`config.mk`:
```
export PLATFORM = sky130hd
export DESIGN_NAME = hazard_stall_controller
export DESIGN_NICKNAME = d
export VERILOG_FILES = /design/src/rtl/hazard_stall_controller.sv
export SDC_FILE = /design/constraint.sdc
export NUM_CORES = 1
export LEC_CHECK = 0
export CELL_PAD_IN_SITES_DETAIL_PLACEMENT = 2
export CELL_PAD_IN_SITES_GLOBAL_PLACEMENT = 2
export CORE_UTILIZATION = 27
export CTS_CLUSTER_DIAMETER = 150
export DETAILED_ROUTE_END_ITERATION = 8
export PLACE_DENSITY = 0.8
export SLEW_MARGIN = 0
export SYNTH_ARGS = -nofsm -noshare
export SYNTH_HDL_FRONTEND = slang
export SYNTH_SLANG_ARGS = --single-unit
```
`constraint.sdc`:
```
create_clock -name clk_i -period 1.8 [get_ports clk_i]
set_input_delay 0.36 -clock clk_i [delete_from_list [all_inputs] [get_ports clk_i]]
set_output_delay 0.36 -clock clk_i [all_outputs]
set_load 0.02 [all_outputs]
```
`src/rtl/hazard_stall_controller.sv`:
```
// Pipeline sequencer around the decoder: load-use stall, data-memory wait with timeout, redirect flush.
// Optional build macro HAZARD_PERF_CNT_EN adds stall/flush cycle counters (stall_cnt_o, flush_cnt_o).
module hazard_stall_controller #(
  parameter int MEM_TIMEOUT  = 16,
  parameter int FLUSH_CYCLES = 2
) (
  input  logic       clk_i,
  input  logic       rst_i,
  input  logic       dec_valid_i,
  input  logic [4:0] dec_rs1_i,
  input  logic [4:0] dec_rs2_i,
  input  logic [4:0] dec_rd_i,
  input  logic       dec_uses_rs2_i,
  input  logic       dec_is_load_i,
  input  logic       dec_mem_op_i,
  input  logic       redirect_i,
  input  logic       dmem_ack_i,
  output logic       stall_o,
  output logic       pc_en_o,
  output logic       flush_o,
  output logic       dmem_req_o,
  output logic       mem_err_o,
  output logic [1:0] state_o
`ifdef HAZARD_PERF_CNT_EN
  ,
  output logic [31:0] stall_cnt_o,
  output logic [31:0] flush_cnt_o
`endif
);

  // Handshake: dmem_req_o is a level held from the first MEM_WAIT cycle until the
  // cycle dmem_ack_i is seen high (or the timeout fires); ack outside MEM_WAIT is ignored.

  typedef enum logic [1:0] {
    ST_RUN      = 2'b00,
    ST_LOAD_USE = 2'b01,
    ST_MEM_WAIT = 2'b10,
    ST_FLUSH    = 2'b11
  } state_t;

  localparam logic [7:0] TMO_LAST   = 8'(MEM_TIMEOUT - 1);
  localparam logic [1:0] FLUSH_LOAD = 2'(FLUSH_CYCLES - 1);

  state_t      state_q, state_d;
  logic [7:0]  tmo_cnt_q, tmo_cnt_d;
  logic [1:0]  flush_cnt_q, flush_cnt_d;
  logic        ex_valid_q, ex_valid_d;
  logic [4:0]  ex_rd_q, ex_rd_d;
  logic        ex_is_load_q, ex_is_load_d;
  logic        stall_q, stall_d;
  logic        flush_q, flush_d;
  logic        dmem_req_q, dmem_req_d;
  logic        mem_err_q, mem_err_d;

  logic        advance;
  logic        hazard;

  always_comb begin
    advance = dec_valid_i && !stall_q && !flush_q;
    hazard  = ex_valid_q && ex_is_load_q && (ex_rd_q != 5'd0) && dec_valid_i &&
              ((dec_rs1_i == ex_rd_q) || (dec_uses_rs2_i && (dec_rs2_i == ex_rd_q)));
  end

  always_comb begin
    state_d     = state_q;
    tmo_cnt_d   = tmo_cnt_q;
    flush_cnt_d = flush_cnt_q;
    mem_err_d   = 1'b0;
    case (state_q)
      ST_RUN: begin
        if (redirect_i) begin
          state_d     = ST_FLUSH;
          flush_cnt_d = FLUSH_LOAD;
        end else if (hazard) begin
          state_d = ST_LOAD_USE;
        end else if (advance && dec_mem_op_i) begin
          state_d   = ST_MEM_WAIT;
          tmo_cnt_d = 8'd0;
        end
      end
      ST_LOAD_USE: begin
        // The bubble is a single cycle; a redirect makes it moot.
        if (redirect_i) begin
          state_d     = ST_FLUSH;
          flush_cnt_d = FLUSH_LOAD;
        end else begin
          state_d = ST_RUN;
        end
      end
      ST_MEM_WAIT: begin
        if (dmem_ack_i) begin
          state_d = ST_RUN;
        end else if (tmo_cnt_q >= TMO_LAST) begin
          state_d   = ST_RUN;
          mem_err_d = 1'b1;
        end else if (tmo_cnt_q != 8'hFF) begin
          tmo_cnt_d = tmo_cnt_q + 8'd1;
        end
      end
      ST_FLUSH: begin
        if (redirect_i) begin
          flush_cnt_d = FLUSH_LOAD;
        end else if (flush_cnt_q == 2'd0) begin
          state_d = ST_RUN;
        end else begin
          flush_cnt_d = flush_cnt_q - 2'd1;
        end
      end
      default: state_d = ST_RUN;
    endcase

    // Outputs are registered decodes of the next state.
    stall_d    = (state_d == ST_LOAD_USE) || (state_d == ST_MEM_WAIT);
    flush_d    = (state_d == ST_FLUSH);
    dmem_req_d = (state_d == ST_MEM_WAIT);
  end

  always_comb begin
    ex_valid_d   = advance;
    ex_rd_d      = advance ? dec_rd_i : ex_rd_q;
    ex_is_load_d = advance ? dec_is_load_i : ex_is_load_q;
  end

  always_ff @(posedge clk_i or posedge rst_i) begin
    if (rst_i) begin
      state_q      <= ST_RUN;
      tmo_cnt_q    <= 8'd0;
      flush_cnt_q  <= 2'd0;
      ex_valid_q   <= 1'b0;
      ex_rd_q      <= 5'd0;
      ex_is_load_q <= 1'b0;
      stall_q      <= 1'b0;
      flush_q      <= 1'b0;
      dmem_req_q   <= 1'b0;
      mem_err_q    <= 1'b0;
    end else begin
      state_q      <= state_d;
      tmo_cnt_q    <= tmo_cnt_d;
      flush_cnt_q  <= flush_cnt_d;
      ex_valid_q   <= ex_valid_d;
      ex_rd_q      <= ex_rd_d;
      ex_is_load_q <= ex_is_load_d;
      stall_q      <= stall_d;
      flush_q      <= flush_d;
      dmem_req_q   <= dmem_req_d;
      mem_err_q    <= mem_err_d;
    end
  end

  assign stall_o    = stall_q;
  assign pc_en_o    = !stall_q;
  assign flush_o    = flush_q;
  assign dmem_req_o = dmem_req_q;
  assign mem_err_o  = mem_err_q;
  assign state_o    = state_q;

`ifdef HAZARD_PERF_CNT_EN
  logic [31:0] stall_pc_q, stall_pc_d;
  logic [31:0] flush_pc_q, flush_pc_d;

  always_comb begin
    stall_pc_d = stall_q ? stall_pc_q + 32'd1 : stall_pc_q;
    flush_pc_d = flush_q ? flush_pc_q + 32'd1 : flush_pc_q;
  end

  always_ff @(posedge clk_i or posedge rst_i) begin
    if (rst_i) begin
      stall_pc_q <= 32'd0;
      flush_pc_q <= 32'd0;
    end else begin
      stall_pc_q <= stall_pc_d;
      flush_pc_q <= flush_pc_d;
    end
  end

  assign stall_cnt_o = stall_pc_q;
  assign flush_cnt_o = flush_pc_q;
`endif

endmodule

```
# Word level (Yosys, flattened, before mapping)
# Cells that the tools add are included.
totals:
  reg_bits: 23
  out_inout_bits: 7
  wordCells: 73
op_classes:
  n_addsub: 2
  n_lt_le_gt_ge: 1
  n_eq_ne: 17
  mux: 23
  reduce_logical: 20
op_table:
  columns: ["operator", "n"]
  rows:
  - ["$mux W8", 6]
  - ["$mux W2", 11]
  - ["$pmux W8 S2", 1]
  - ["$ne A2 B2 Y1 const B", 6]
  - ["$eq A5 B5 Y1", 2]
  - ["$add A8 B1 Y8 const B", 1]
  - ["$eq A2 B2 Y1 const B", 4]
  - ["$ge A8 B4 Y1 const B", 1]
  - ["$logic_and A1 B1 Y1", 8]
  - ["$ne A8 B8 Y1 const B", 1]
  - ["$pmux W2 S4", 1]
  - ["$reduce_and A7 Y1", 1]
  - ["$reduce_bool A5 Y1", 1]
  - ["$eq A2 B1 Y1 const B", 2]
  - ["$logic_not A2 Y1", 2]
  - ["$pmux W2 S2", 1]
  - ["$reduce_bool A2 Y1", 2]
  - ["$mux W1", 3]
  - ["$ne A3 B3 Y1 const B", 1]
  - ["$reduce_and A3 Y1", 1]
  - ["$logic_not A1 Y1", 2]
  - ["$logic_or A1 B1 Y1", 2]
  - ["$ne A2 B1 Y1 const B", 1]
  - ["$reduce_or A2 Y1", 1]
  - ["$sub A2 B1 Y2 const B", 1]

# Depth between registers and ports, before layout
# Gate-level depths: netlist (run 1).
depth:
  ltp_word: 10
  ltp_mapped: 7
  depth_no_buf: 7

# Worst setup path before layout (run 1)
# No wires, ideal clock.
synth_path:
  path_kind: "flip-flop to flip-flop"
  startpoint: "register ex_rd_q[2]"
  endpoint: "register stall_q, in the netlist stall_o"
  setup_ps: 63
  t_arrival_ps: 1772
  t_required_ps: 1737
  slack_ps: -35
  stages_incl_launch_ff: 8
  n_path_buf: 0
  cell_sequence: "dfrtp_1 or4_1 o21ai_2 or3_4 nor2_1 a221oi_1 ha_1 inv_1"
synth_via:
  elab_chain_cells: 9
  word_cells_on_any_way: 14
  cone_classes: "4 x eq/ne; 3 x mux; 7 x reduce/logical"
synth_rtl:
  columns: ["element", "line_no", "text"]
  rows:
  - ["start, declared", "48", "logic [4:0] ex_rd_q, ex_rd_d;"]
  - ["start signal, assigned", "141", "ex_rd_q <= ex_rd_d;"]
  - ["$eq A5 B5 Y1 / $reduce_bool A5 Y1 (equally long branches)", "61, 60", null]
  - ["$logic_and A1 B1 Y1, on equally long branches", "61, 60", null]
  - ["$logic_or A1 B1 Y1 / $logic_and A1 B1 Y1 (equally long branches)", "61, 60", null]
  - ["$logic_and A1 B1 Y1 (*)", "60", "hazard = ex_valid_q && ex_is_load_q && (ex_rd_q != 5'd0) && dec_valid_i &&"]
  - ["$mux W2 (*)", "74", "end else if (hazard) begin"]
  - ["$mux W2 (*)", "71", "if (redirect_i) begin"]
  - ["$pmux W2 S4 (*)", "69", "case (state_q)"]
  - ["$eq A2 B1 Y1 / $eq A2 B2 Y1 (equally long branches)", "113", "stall_d = (state_d == ST_LOAD_USE) || (state_d == ST_MEM_WAIT);"]
  - ["$logic_or A1 B1 Y1 (*)", "113", null]
  - ["named net stall_d", "50", "logic stall_q, stall_d;"]
  - ["end signal, assigned", "143", "stall_q <= stall_d;"]
  - ["end, declared", "50", null]
# The timed path passes the listed nets; every way through them passes the cells marked *.
# A chain may end at the register's enable or synchronous reset.

# Worst setup path in the final report (run 1)
layout_path:
  startpoint: "register ex_rd_q[0]"
  endpoint: "register stall_q, in the netlist stall_o"
# Same word-level chain as after synthesis.

==> results of run 1 <==
cell families after synthesis:
logic type | synth area share
AND/OR/NAND/NOR | 0.152
flip-flops | 0.483
AO/OA/AOI/OAI | 0.143
buffers and inverters | 0.0368
XOR/XNOR | 0.0735
multiplexers | 0.0693
adder cells (fa/ha/maj) | 0.0420
power breakdown:
part / switching [mW] / total [mW] / internal (mW)
clock: 0.181 / 0.338 / 0.157
sequential: 0.186 / 0.902 / 0.716
combinational: 0.675 / 1.39 / 0.714
total: 1.04 / 2.63 / 1.59
cells in the mapped netlist, types with 2 or more instances:
| master | count |
|---|---|
| buf_2 | 2 |
| and2_2 | 4 |
| and3_1 | 2 |
| inv_1 | 9 |
| a21oi_1 | 3 |
| mux2_2 | 6 |
| nor2_1 | 6 |
| nand3_1 | 4 |
| o21ai_0 | 4 |
| xor2_1 | 9 |
| dfrtp_1 | 23 |
| ha_1 | 4 |
layer usage:
layer,share of wire,GRT usage,wire length (um),up-vias
met3,0.039,0.0133,147,6
met5,0,0,0,-
met1,0.39,0.170,1450,511
met2,0.55,0.338,2070,26
met4,0.020,0.0833,76,0
li1,-,-,-,467
registers in the layout, summed over array words and instances, names as in the netlist:
register and count:
tmo_cnt_q 8, ex_rd_q 5, flush_cnt_q 2, state_o 2, dmem_req_o 1, ex_is_load_q 1
ex_valid_q 1, flush_o 1, mem_err_o 1, stall_o 1
cell type report:
cell class                      count  share of cell area
Clock buffer                        3              0.0231
Timing Repair Buffer               49               0.244
Tap cell                           50              0.0350
Inverter                            9              0.0189
Multi-Input combinational cell     69               0.353
Clock inverter                      1             0.00420
Sequential cell                    23               0.322
cell usage in the layout, fill, tap and decap left out, types with 2 or more instances in the layout:
cell | synthesis | layout
xor2_1 | 9 | 8
o21ai_0 | 4 | 4
nor2_1 | 6 | 4
clkbuf_8 | 0 | 3
o21ai_4 | 1 | 2
ha_1 | 4 | 3
nor2_2 | 0 | 2
nor4_2 | 1 | 2
dlygate4sd2_1 | 0 | 4
buf_4 | 0 | 20
mux2_2 | 6 | 6
dfrtp_1 | 23 | 23
a21oi_1 | 3 | 3
and2_4 | 0 | 3
clkdlybuf4s50_1 | 0 | 25
inv_1 | 9 | 9
nand3_1 | 4 | 4
worst max-delay path, stage by stage (launching register included):
cell and delay (ns):
dfrtp_1 0.39, or4_4 0.55, o21ai_4 0.16, or3_4 0.16
nor2_2 0.05, a221oi_2 0.22, ha_1 0.29, inv_1 0.06
how the worst min path moves through the flow:
stage,from,end,slack [ns],cells after the start
after floorplan,rst_i,dmem_req_o$_DFF_PP0_,0.36,1
after global placement,ex_is_load_q$_DFFE_PP0N_,ex_is_load_q$_DFFE_PP0N_,0.49,1
after detailed placement,tmo_cnt_q[6]$_DFFE_PP0P_,tmo_cnt_q[6]$_DFFE_PP0P_,0.51,1
after CTS,rst_i,flush_o$_DFF_PP0_,0.46,3
after global routing,rst_i,ex_rd_q[4]$_DFFE_PP0N_,0.47,3
final,rst_i,ex_rd_q[4]$_DFFE_PP0N_,0.44,3
repair_timing:
| action | 4_1_cts | 5_1_grt |
|---|---|---|
| setup buffers | 2 | 0 |
| resized for setup | 14 | 2 |
| setup endpoints to repair | 13 | 13 |
| pin swaps | 7 | 9 |
through the flow:
stage | hold WS [ns] | instance area, um2 | setup slack (ns) | total power [mW]
after floorplan | 0.362 | 1200 | -0.0255 | 1.58
after global placement | 0.488 | 1670 | -0.340 | 2.08
after detailed placement | 0.509 | 1670 | -0.444 | 2.20
after CTS | 0.456 | 1780 | -0.124 | 2.62
after global routing | 0.470 | 1790 | -0.189 | 2.80
final | 0.440 | 1790 | -0.144 | 2.63
==> impl_summary.txt, run 1 <==
----------------------------------------------------
[Setup path]
  Type of element launching the critical path ... flip-flop
  Critical path required time ... 2.01 ns
  Critical register-to-register path startpoint ... ex_rd_q[0]$_DFFE_PP0N_
  Start-to-end type of the worst setup path ... flip-flop to flip-flop
  Termination of the worst setup path ... stall_o$_DFF_PP0_
  Logic depth of the worst register-to-register path ... 7
  Reg-to-reg critical path endpoint ... stall_o$_DFF_PP0_
  Kind of end point of the critical path ... flip-flop
  Maximum fanout encountered on the critical timing path ... 2
  Data arrival time of the critical path ... 2.16 ns
  Timing startpoint of the critical path ... ex_rd_q[0]$_DFFE_PP0N_
  Register-to-register setup slack ... -0.14 ns

[Routing]
  Number of DRC markers after the initial detailed-route iteration ... 17
  WL per Instance ... 18.3 um
  Post-detailed-route count of antenna-violating nets ... 0
  Routed vias/inst ... 4.95
  Pre-Repair DR Iteration Count ... 4
  Sum of routed wire length over all layers ... 3740 um
  DRC Markers ... 0
  DR vias ... around 1,000

[Die]
  Row count ... 23
  Effective utilization at floorplan ... 0.289
  Overall die height ... slightly below 70 um
  I/O pin count ... 30
  Placeable core area ... just over 4000 um2
  Die Outline Area ... 4680 um2
  Die Width ... 68.4 um

[STA]
  Post-Route Skew ... 0.000942 ns
  Setup slack of the critical path after layout ... -0.144 ns
  Count of final max-slew check failures ... 0
  Final cycle utilization of the critical path ... 1.08
  Final total negative setup slack ... -0.599 ns
  Number of setup violations in the final report ... 10
  Transition time at the pin with the least slew margin ... 0.331 ns
  Max transition margin ... 0.778
  Unrepaired setup endpoints after global routing ... true
  Timing-limited maximum frequency ... 514 MHz
  Hold violation count in the final report ... 0
  Final min period ... 1.94 ns

[Synthesis]
  Number of enable-type register cells in the synthesized netlist ... 0
  Top FF cell, synth ... dfrtp_1
  Yosys warns ... 0
  Post-synthesis cell area ... 1190 um2
  Proportion of synthesized chip area in sequential cells ... 0.483
  Post-synthesis area per instance ... around 12 um2
  Post-Syn Instances ... 103
  Dominant cell type by area after synthesis ... dfrtp_1
  Most area-consuming cells after synthesis ... dfrtp_1, xor2_1, mux2_2, ha_1, inv_1
  Number of synthesized register bits ... 23
  Proportion of register bits with asynchronous set or reset after synthesis ... 1.00
  Number of distinct library cells after synthesis ... 39
  Post-synthesis net count ... 130
  Share of the synthesized area in the top cell type ... 0.483

[Final layout]
  Layout fillers ... 422
  Area of the multi-input gates ... 632 um2
  FF/Latch Area ... 576 um2
  Area growth from synthesis to layout ... 50.1%
  Fin util ... 0.434
  Final Instance Count excl. Fillers ... 204
  Proportion of layout cells with a drive suffix above 1 ... 0.344
  Layout net count ... 182
  Antenna diode count ... 0

[Clock network]
  Post-CTS clock slew at the launch and capture registers of the worst setup and hold paths ... ~0.09 ns
  Skew-Pair Late Insertion Delay ... approximately 0.27 ns
  H-tree Lvls ... 1
  Clock sink count ... 23
  CTS Buffer Depth ... 2
  Hold buffer count at CTS ... 0
  Clock tree from TritonCTS ... built
  Number of CTS-inserted buffers ... 3
  Master cell of the clock root buffer ... clkbuf_8

[Run status]
  Status ... finished, violations left
  Violated checks ... setup timing

[Placement]
  Port Buffers ... 29
  Gpl congestion ... 0.701
  Number of instances in the placed design ... 198
  Detailed placer's ending HPWL ... 2810 um

[GRT]
  GRT Overall Usage ... 0.169
  Final global-route overflow total ... 0
  Number of global-route vias before repair ... between 1,000 and 1,500
  First-pass GRT wire length ... 5620 um
  Largest net degree at the start of global routing ... 24
  Number of antenna violations at the first check in global routing ... 0

[Power and ir drop]
  Areal power density over the cells ... about 1500 nW/um2
  Leakage power total ... 0.780 nW
  Maximum VDD drop ... 0.344 mV

[Job]
  Max-cap check violation count ... 0

[Min path]
  Type of the worst min-delay path ... primary input to asynchronous set/reset pin

----------------------------------------------------
(Power assumes the default switching activity.)
==> inputs of run 2 (changes only) <==
==> config.mk (replaced) <==
export PLATFORM = sky130hd
export DESIGN_NAME = hazard_stall_controller
export DESIGN_NICKNAME = d
export VERILOG_FILES = /design/src/rtl/hazard_stall_controller.sv
export SDC_FILE = /design/constraint.sdc
export NUM_CORES = 1
export LEC_CHECK = 0
export CELL_PAD_IN_SITES_DETAIL_PLACEMENT = 1
export CELL_PAD_IN_SITES_GLOBAL_PLACEMENT = 1
export CORE_UTILIZATION = 30
export CTS_CLUSTER_DIAMETER = 150
export DETAILED_ROUTE_END_ITERATION = 8
export PLACE_DENSITY = 0.74
export SLEW_MARGIN = 0
export SYNTH_ARGS = -nofsm -noshare
export SYNTH_HDL_FRONTEND = slang
export SYNTH_SLANG_ARGS = --single-unit
==> run 2 against run 1 <==
Final cell count shrank 2.5%. Highest routed layer unchanged. Hold slack lost 0.016 ns. Design area grew 0.35%. Critical endpoint is now flush_o$_DFF_PP0_. The run still ends with setup timing left. Critical path type unchanged. Via count shrank 3.1%. Largest power group unchanged. Sequential power is essentially flat.
==> impl_summary.txt, run 2 (synthesis gave the netlist of run 1 again) <==
----------------------------------------------------
[Run status]
  Status ... finished, violations left
  Violated checks ... setup timing

[STA]
  Unrepaired setup endpoints after global routing ... true
  Final min period ... about 1.9 ns
  Final cycle utilization of the critical path ... 1.05
  Hold violation count in the final report ... 0
  Timing-limited maximum frequency ... approximately 530 MHz
  Worst hold slack ... 0.424 ns
  Post-Route Skew ... 0.00119 ns
  Max transition margin ... 0.792
  Setup slack of the critical path after layout ... -0.0974 ns
  Transition time at the pin with the least slew margin ... around 0.31 ns
  Count of final max-slew check failures ... 0
  Number of setup violations in the final report ... 5

[Final layout]
  Highest-count cells in the layout ignoring fill and taps ... dfrtp_1, clkdlybuf4s50_1, buf_4, inv_1, xor2_1
  Final design area excluding fillers ... 1790 um2
  Biggest registers after layout ... tmo_cnt_q x8, ex_rd_q x5
  Flip-flop count of the largest register after layout ... 8
  Layout net count ... 179
  Proportion of layout cells with a drive suffix above 1 ... 0.331
  Area growth from synthesis to layout ... 50.6%
  Register containing the most flip-flops in the final layout ... tmo_cnt_q
  FF/Latch Area ... 576 um2
  Antenna diode count ... 0
  Area of the multi-input gates ... around 650 um2
  Final Instance Count excl. Fillers ... 199
  Layout fillers ... 419

[Clock network]
  Skew-Pair Late Insertion Delay ... 0.26 ns
  Hold buffer count at CTS ... 0
  Number of CTS-inserted buffers ... 3
  Clock sink count ... 23
  Clock tree from TritonCTS ... built
  H-tree Lvls ... 1
  Master cell of the clock root buffer ... clkbuf_8
  Post-CTS clock slew at the launch and capture registers of the worst setup and hold paths ... 0.08 ns
  CTS Buffer Depth ... 2

[Routing]
  Routed vias/inst ... 4.92
  Sum of routed wire length over all layers ... 3260 um
  WL per Instance ... approximately 16 um
  Post-detailed-route count of antenna-violating nets ... 0
  Pre-Repair DR Iteration Count ... 4
  Number of DRC markers after the initial detailed-route iteration ... 20
  DRC Markers ... 0
  DR vias ... between 900 and 1,000

[Setup path]
  Crit-path max cell delay ... about 0.55 ns
  Logic depth of the worst register-to-register path ... 6
  Maximum fanout encountered on the critical timing path ... 2
  Critical register-to-register path startpoint ... ex_rd_q[2]$_DFFE_PP0N_
  Kind of end point of the critical path ... flip-flop
  Start-to-end type of the worst setup path ... flip-flop to flip-flop
  Critical path required time ... 1.96 ns
  Type of element launching the critical path ... flip-flop
  Timing startpoint of the critical path ... ex_rd_q[2]$_DFFE_PP0N_
  Cell-by-cell listing of the critical path ... or4_4 -> o21ai_4 -> or3_4 -> nor2_2 -> a221o_1 -> ha_2
  Data arrival time of the critical path ... about 2 ns
  Slowest cell on the critical path ... or4_4

[GRT]
  Number of global-route vias before repair ... 1,122
  First-pass GRT wire length ... 5140 um
  Largest net degree at the start of global routing ... 24
  Number of antenna violations at the first check in global routing ... 0
  GRT Overall Usage ... 0.162
  Final global-route overflow total ... 0

[Placement]
  Number of instances in the placed design ... 194
  Port Buffers ... 29
  Detailed placer's ending HPWL ... around 2300 um
  Placement-stage cell area ... 1660 um2
  Gpl congestion ... 0.813

[Die]
  Overall die height ... 65.0 um
  Die Width ... 65.0 um
  Die Outline Area ... 4230 um2
  Row count ... 22
  Placeable core area ... between 3000 and 4000 um2
  Effective utilization at floorplan ... 0.318
  I/O pin count ... 30

[Power and ir drop]
  Maximum VDD drop ... 0.555 mV
  Overall Power ... around 2.6 mW
  Sequential Power Share ... 0.350
  Net Switching ... 999 uW
  Areal power density over the cells ... 1440 nW/um2
  Leakage power total ... 0.809 nW
  Combinational power share ... 0.529
  Internal power ... 1.59 mW
  Power share of the clock group ... 0.122
  Switching portion of total power ... 0.386

[Job]
  Max-cap check violation count ... 0

[Min path]
  Type of the worst min-delay path ... primary input to asynchronous set/reset pin

----------------------------------------------------
[run 2: cell types whose count changed in the layout (fill, tap and decap cells not counted), sizes merged]
cell	previous run	this run
dlymetal6s2s	0	4
buf	20	17
clkdlybuf4s50	25	23
dlygate4sd2	4	2
clkbuf	3	4
clkinvlp	1	0
[run 2: path summary, 6_finish.rpt]
path,to,slack (ns)
max,flush_o$_DFF_PP0_,-0.1
min,ex_rd_q[4]$_DFFE_PP0N_,0.42
max reg2reg,flush_o$_DFF_PP0_,-0.1
min reg2reg,ex_is_load_q$_DFFE_PP0N_,0.52
max in group asynchronous,ex_rd_q[1]$_DFFE_PP0N_,1.15
min in group clk_i,ex_is_load_q$_DFFE_PP0N_,0.52
[run 2: worst max-delay path, delay by kind of cell, from the launching register on]
family | cells | cell delay [ns]
compound gates | 2 | 0.47
fa+ha+maj | 1 | 0.20
flops | 1 | 0.40
simple gates | 3 | 0.74
[run 2: repair_timing]
item | 4_1_cts | 5_1_grt
resized for setup | 8 | 13
pin swaps | 7 | 2
endpoints found under the setup margin | 10 | 13
buffers inserted | 1 | 0
[run 2: final cells by class]
| cell class | count | area share |
|---|---|---|
| clock buffer | 4 | 0.0251 |
| inverter | 9 | 0.0188 |
| multi-input combinational | 69 | 0.363 |
| sequential | 23 | 0.321 |
| tap | 48 | 0.0335 |
| timing repair buffer | 46 | 0.239 |
[run 2: metal layers]
layer	GRT usage	wire length, um	up-vias
li1	-	-	456
met1	0.187	1300	504
met2	0.303	1850	15
met3	0.0370	98	4
met4	0.0326	18	0
met5	0	0	-
[run 2: through the flow]
| step | util | worst slack [ns] | setup TNS (ns) |
|---|---|---|---|
| finish | 0.479 | -0.0974 | -0.226 |
| global route | 0.479 | -0.148 | -0.840 |
| CTS | 0.462 | -0.0822 | -0.262 |
| detailed placement | 0.443 | -0.387 | -3.51 |
| global placement | 0.443 | -0.336 | -3.08 |
| floorplan | - | -0.0255 | -0.0369 |
[run 2: power by group through the flow]
stage	clock network, mW	logic, mW	registers (mW)
after floorplan	0	0.638	0.939
after global placement	0	1.16	0.888
after detailed placement	0	1.24	0.904
after CTS	0.332	1.29	0.902
after global routing	0.346	1.48	0.932
final	0.315	1.37	0.904
